<file path="config.mk">
export PLATFORM = sky130hd
export DESIGN_NAME = skeeball_advance_ctrl
export DESIGN_NICKNAME = d
export VERILOG_FILES = /design/src/rtl/skeeball_pkg.sv /design/src/rtl/skeeball_debounce.sv /design/src/rtl/skeeball_advance_ctrl.sv
export SDC_FILE = /design/constraint.sdc
export NUM_CORES = 1
export LEC_CHECK = 0
export ABC_AREA = 0
export BUFFER_PORTS_ARGS = -buffer_cell sky130_fd_sc_hd__buf_2
export CAP_MARGIN = 40
export CORE_MARGIN = 4
export CORE_UTILIZATION = 50
export CTS_BUF_LIST = sky130_fd_sc_hd__clkbuf_16
export CTS_CLUSTER_DIAMETER = 50
export CTS_CLUSTER_SIZE = 24
export DETAILED_ROUTE_END_ITERATION = 8
export PLACE_DENSITY = 0.73
export SETUP_SLACK_MARGIN = 0.05
export SYNTH_ARGS = -nofsm -noshare
export SYNTH_HDL_FRONTEND = slang
export SYNTH_HIERARCHICAL = 1
export SYNTH_SLANG_ARGS = --single-unit
</file>
<file path="constraint.sdc">
create_clock -name clk -period 3.25 [get_ports clk]
set_input_delay 0.325 -clock clk [delete_from_list [all_inputs] [get_ports clk]]
set_output_delay 0.325 -clock clk [all_outputs]
set_load 0.03 [all_outputs]
</file>
<file path="src/rtl/skeeball_pkg.sv">
// Shared skeeball definitions: game state encodings and the advance controller FSM.
package skeeball_pkg;

  localparam logic [1:0] MENU    = 2'b00;
  localparam logic [1:0] PLAYING = 2'b01;
  localparam logic [1:0] FINISH  = 2'b10;
  localparam logic [1:0] SCORE   = 2'b11;

  typedef enum logic [1:0] {
    IDLE     = 2'd0,
    FIRE     = 2'd1,
    WAIT_ACK = 2'd2
  } ctrl_state_t;

  function automatic logic [15:0] sat_inc16(input logic [15:0] v);
    return (v == 16'hFFFF) ? v : v + 16'd1;
  endfunction

endpackage

</file>
<file path="src/rtl/skeeball_debounce.sv">
// Two-flop synchronizer plus level debouncer; emits a one-cycle pulse on an accepted rising level.
module skeeball_debounce #(
  parameter int DEBOUNCE_CYCLES = 4
) (
  input  logic clk,
  input  logic rst_n,
  input  logic din,
  output logic rise
);

  localparam logic [7:0] CNT_LAST = 8'(DEBOUNCE_CYCLES - 1);

  logic       sync1_reg;
  logic       sync2_reg;
  logic       level_reg;
  logic       rise_reg;
  logic [7:0] cnt_reg;

  // cnt_reg counts consecutive samples that disagree with the accepted level
  always_ff @(posedge clk) begin
    if (!rst_n) begin
      sync1_reg <= 1'b0;
      sync2_reg <= 1'b0;
      level_reg <= 1'b0;
      rise_reg  <= 1'b0;
      cnt_reg   <= '0;
    end else begin
      sync1_reg <= din;
      sync2_reg <= sync1_reg;
      rise_reg  <= 1'b0;
      if (sync2_reg == level_reg) begin
        cnt_reg <= '0;
      end else if (cnt_reg == CNT_LAST) begin
        level_reg <= sync2_reg;
        rise_reg  <= sync2_reg;
        cnt_reg   <= '0;
      end else begin
        cnt_reg <= cnt_reg + 8'd1;
      end
    end
  end

  assign rise = rise_reg;

endmodule

</file>
<file path="src/rtl/skeeball_advance_ctrl.sv">
// Skeeball advance controller: decides when to pulse trigger to step the game state register.
module skeeball_advance_ctrl
  import skeeball_pkg::*;
#(
  parameter int BALLS_PER_GAME  = 9,
  parameter int FINISH_TICKS    = 150,
  parameter int SCORE_TICKS     = 500,
  parameter int DEBOUNCE_CYCLES = 4
) (
  input  logic       clk,
  input  logic       rst_n,
  input  logic       tick_i,
  input  logic       start_btn,
  input  logic       ball_sensor,
  input  logic [1:0] state,
  output logic       trigger,
  output logic [3:0] balls_left
);

  localparam logic [3:0]  BALLS_INIT = 4'(BALLS_PER_GAME);
  localparam logic [15:0] FINISH_LIM = 16'(FINISH_TICKS);
  localparam logic [15:0] SCORE_LIM  = 16'(SCORE_TICKS);

  ctrl_state_t fsm_reg;
  logic [1:0]  st_q;
  logic [1:0]  state_prev_reg;
  logic [15:0] timer_reg;
  logic [3:0]  balls_reg;
  logic        trigger_reg;

  logic [1:0]  raw_in;
  logic [1:0]  evt;
  logic        press_evt;
  logic        ball_evt;
  logic        state_changed;
  logic        advance;

  // index 0: start button, index 1: ball sensor
  assign raw_in = {ball_sensor, start_btn};

  genvar gi;
  generate
    for (gi = 0; gi < 2; gi++) begin : g_db
      skeeball_debounce #(
        .DEBOUNCE_CYCLES(DEBOUNCE_CYCLES)
      ) u_db (
        .clk  (clk),
        .rst_n(rst_n),
        .din  (raw_in[gi]),
        .rise (evt[gi])
      );
    end
  endgenerate

  assign press_evt     = evt[0];
  assign ball_evt      = evt[1];
  assign state_changed = (state != state_prev_reg);

  // A freshly changed state is evaluated only once the timer and ball count reflect it
  always_comb begin
    advance = 1'b0;
    if (!state_changed) begin
      case (state)
        MENU:    advance = press_evt;
        PLAYING: advance = (balls_reg == 4'd0);
        FINISH:  advance = (timer_reg >= FINISH_LIM);
        SCORE:   advance = press_evt || (timer_reg >= SCORE_LIM);
      endcase
    end
  end

  always_ff @(posedge clk) begin
    if (!rst_n) begin
      state_prev_reg <= MENU;
      timer_reg      <= '0;
      balls_reg      <= '0;
    end else begin
      state_prev_reg <= state;

      if (state_changed) begin
        timer_reg <= '0;
      end else if (tick_i && fsm_reg == IDLE) begin
        timer_reg <= sat_inc16(timer_reg);
      end

      // Load on entry to Playing takes priority over a coincident ball
      if (state == PLAYING && state_changed) begin
        balls_reg <= BALLS_INIT;
      end else if (ball_evt && state == PLAYING && fsm_reg == IDLE && balls_reg != 4'd0) begin
        balls_reg <= balls_reg - 4'd1;
      end
    end
  end

  always_ff @(posedge clk) begin
    if (!rst_n) begin
      fsm_reg     <= IDLE;
      st_q        <= MENU;
      trigger_reg <= 1'b0;
    end else begin
      trigger_reg <= 1'b0;
      case (fsm_reg)
        IDLE: begin
          if (advance) begin
            fsm_reg     <= FIRE;
            st_q        <= state;
            trigger_reg <= 1'b1;
          end
        end
        FIRE: begin
          fsm_reg <= WAIT_ACK;
        end
        WAIT_ACK: begin
          if (state != st_q) fsm_reg <= IDLE;
        end
        default: begin
          fsm_reg <= IDLE;
        end
      endcase
    end
  end

  assign trigger    = trigger_reg;
  assign balls_left = balls_reg;

endmodule
</file>
==> flow_summary.yaml <==
logic_synthesis:
  synth_edf_count: 0
  synth_top_flop_cell: "dfxtp_1"
  ys_seq_elements: 51
  synth.avg_cell_area_um2: 9.01
  synth_top_cell_by_area: "dfxtp_1"
  synth.cell_area_mm2: 0.00233
  yosysWarnings: 6
  syn-num-nets: 271
  synth_top_area_share_pct: 43.7
  synth-seq-area-share_pct: 43.7
  synth_area_leaders: "dfxtp_1 (44%), xnor2_1 (6.8%), nor2_1 (4.3%), xor2_1 (3.8%), o21ai_0 (3.0%)"
  netlist_instances: 259
  post_synth_num_cell_types: 40
  async_reset_ff_share_pct: 0
critical_path:
  worstRegToRegCells: 6
  cpLargestDelayFamily: "simple AND/OR/NAND/NOR gates"
  rrSetupSlack_ns: 1.42
  critPathLaunchType: "register"
  crit_type: "register to register"
  worstSetupEndpointType: "register"
  critPathMaxStageDelay_ns: 0.46
  crit_chain: "ha_1 > nand3_1 > or2_2 > o21ai_0 > xor2_1 > nor2_1"
  arrival_ns: 1.99
  r2r-end: "timer_reg[2]"
  cp.required_ns: 3.41
  critical_path_buf_inv_count: 0
  critical-path-slowest-cell: "dfxtp_1"
  path_max_fanout: 8
  rr_startpoint: "timer_reg[1]"
cells_and_area:
  nets: 283
  multi_input_area_mm2: 0.00123
  layout_common_cells: "dfxtp_1 (51), nor2_1 (27), xnor2_1 (18)"
  area_delta_synth_final_pct: 12.1
  seqCellArea_mm2: 0.00102
  antennaDiodeCount: 0
  layout_commonest_cell: "dfxtp_1"
  drive_gt1_share_pct: 9.56
  num-fill-cells: 397
die:
  core.rowCount: 24
  die_h_um: 76.3
  ios: 12
  dieArea_mm2: 0.00583
  fp.dieW_um: 76.3
  start_util_pct: 52.5
  core_area_mm2: 0.00444
clock_tree:
  clock-sinks: 51
  clockRootBuffer: "clkbuf_16"
  post_cts_buffers: 0
  clk_pin_slew_ns: 0.07
  post_cts_resized: 0
  clk_latency_ns: 0.29
  h-tree-depth: 2
  cts_made_buffers: 5
  hold_buffers: 0
  clockBufferDepth: 2
  cts_tree: "built"
routing:
  wl_per_cell_um: 12.9
  wl_met2_mm: 1.79
  via_per_inst: 5.50
  detail_route.first_pass.iterations: 4
  highest_layer: "met4"
  wl_met3_um: 143
  drtIter0Drc: 113
  vias: 1782
  wirelength_met1_mm: 2.16
  drt_wl_total_mm: 4.17
  antenna_left: 0
  drc_errors: 0
sta:
  tns_ns: 0
  fmax_mhz: 545
  min_period_ns: 1.83
  maxSlewViolCount: 0
  holdWs_ns: 0.241
  final_hold_viol_count: 0
  slew_headroom_pct: 58.3
  rsz0062_at_grt: "no"
  post-route-period-util_pct: 56.4
  worstMarginPinSlew_ns: 0.624
  fin_skew_ns: 0.00686
  finalSetupViolCount: 0
placement:
  hpwlAfterDp_mm: 2.89
  gp_congestion: 0.821
  io_buffers: 11
outcome:
  outcome: "finished clean"
global_route:
  track_usage_pct: 15.0
  grt_pass1_wl_mm: 7.27
  grt_start_max_net_pins: 24
  overflow: 0
  grt_pass1_vias: 1608
  antenna_found_initial: 0
job:
  maxCapViolCount: 0
pwr:
  power_density_mw_per_mm2: 522
  ir_worst_vdd_mv: 0.434
  leakagePower_uw: 0.000915
min_path:
  hold_end: "g_db[0].u_db/sync1_reg"
  whs_path_depth: 2
  min_path_type: "primary input to register"
  hp-start: "start_btn"
==> per-layer routing <==
layer | GRT usage [%] | vias up
met5 | 0 | -
met4 | 6.52 | 0
met3 | 3.55 | 10
met2 | 22.5 | 23
met1 | 20.6 | 804
li1 | - | 945
==> worst max-delay path by stage <==
stage                     cells past startpoint     startpoint            end  slack [ns]
after detailed placement                      5       state[0]   timer_reg[4]        1.33
final                                         6   timer_reg[1]   timer_reg[2]        1.42
after floorplan                               7  balls_left[0]  balls_left[3]        1.42
after global placement                        5       state[0]   timer_reg[4]        1.39
after global routing                          6   timer_reg[1]   timer_reg[2]        1.26
after CTS                                     7   timer_reg[0]        st_q[0]        1.42
==> Yosys cell counts (2+ instances only) <==
library cell / count
or2_2: 2
nand4b_1: 2
nand2_1: 11
nor2_1: 27
nor2b_1: 3
a32o_1: 2
nor3_1: 4
nand4_1: 9
xor2_1: 10
and3_1: 5
a21oi_1: 9
inv_1: 13
and4_1: 4
nor4_1: 7
dfxtp_1: 51
nand3_1: 11
ha_1: 5
o211ai_1: 5
o21ai_0: 14
clkbuf_1: 4
xnor2_1: 18
or3_1: 11
or3b_1: 2
a21boi_0: 4
and2_1: 7
a211oi_1: 2
o2111ai_1: 2
or4b_4: 2
a21boi_1: 2
==> worst register-to-register path, stage by stage, from the launching register on <==
cell,delay [ns]
dfxtp_1,0.46
ha_1,0.22
nand3_1,0.11
or2_2,0.34
o21ai_0,0.34
xor2_1,0.18
nor2_1,0.05
==> area by class of cell <==
| cell class | count | area share, % |
|---|---|---|
| multi-input combinational | 189 | 47.2 |
| sequential | 51 | 39.0 |
| clock buffer | 5 | 4.78 |
| clock inverter | 3 | 2.58 |
| tap | 52 | 2.49 |
| timing repair buffer | 11 | 2.10 |
| inverter | 13 | 1.87 |
==> where the power goes <==
part	internal, uW	total [uW]	switching [uW]	leakage [uW]
clock	441	668	227	0.0000900
combinational	22.9	56.0	33.1	0.000412
sequential	633	641	7.86	0.000413
total	1100	1370	268	0.000915
==> through the flow <==
step	util [%]	power (uW)	std cells	worst slack (ns)	area (um^2)
2_1_floorplan	-	697	259	1.42	2330
6_report	58.9	1370	324	1.42	2620
3_3_place_gp	54.5	710	316	1.39	2420
3_5_place_dp	54.5	711	316	1.33	2420
5_1_grt	58.9	1420	324	1.26	2620
4_1_cts	58.9	1380	324	1.42	2620
==> kinds of logic after synthesis <==
logic type | share of synthesized area, %
flops | 43.7
simple gates | 26.4
buf+inv | 3.43
compound gates | 13.2
xor+xnor | 10.5
fa+ha+maj | 2.68
No activity file was read; power rests on OpenSTA's default activity.
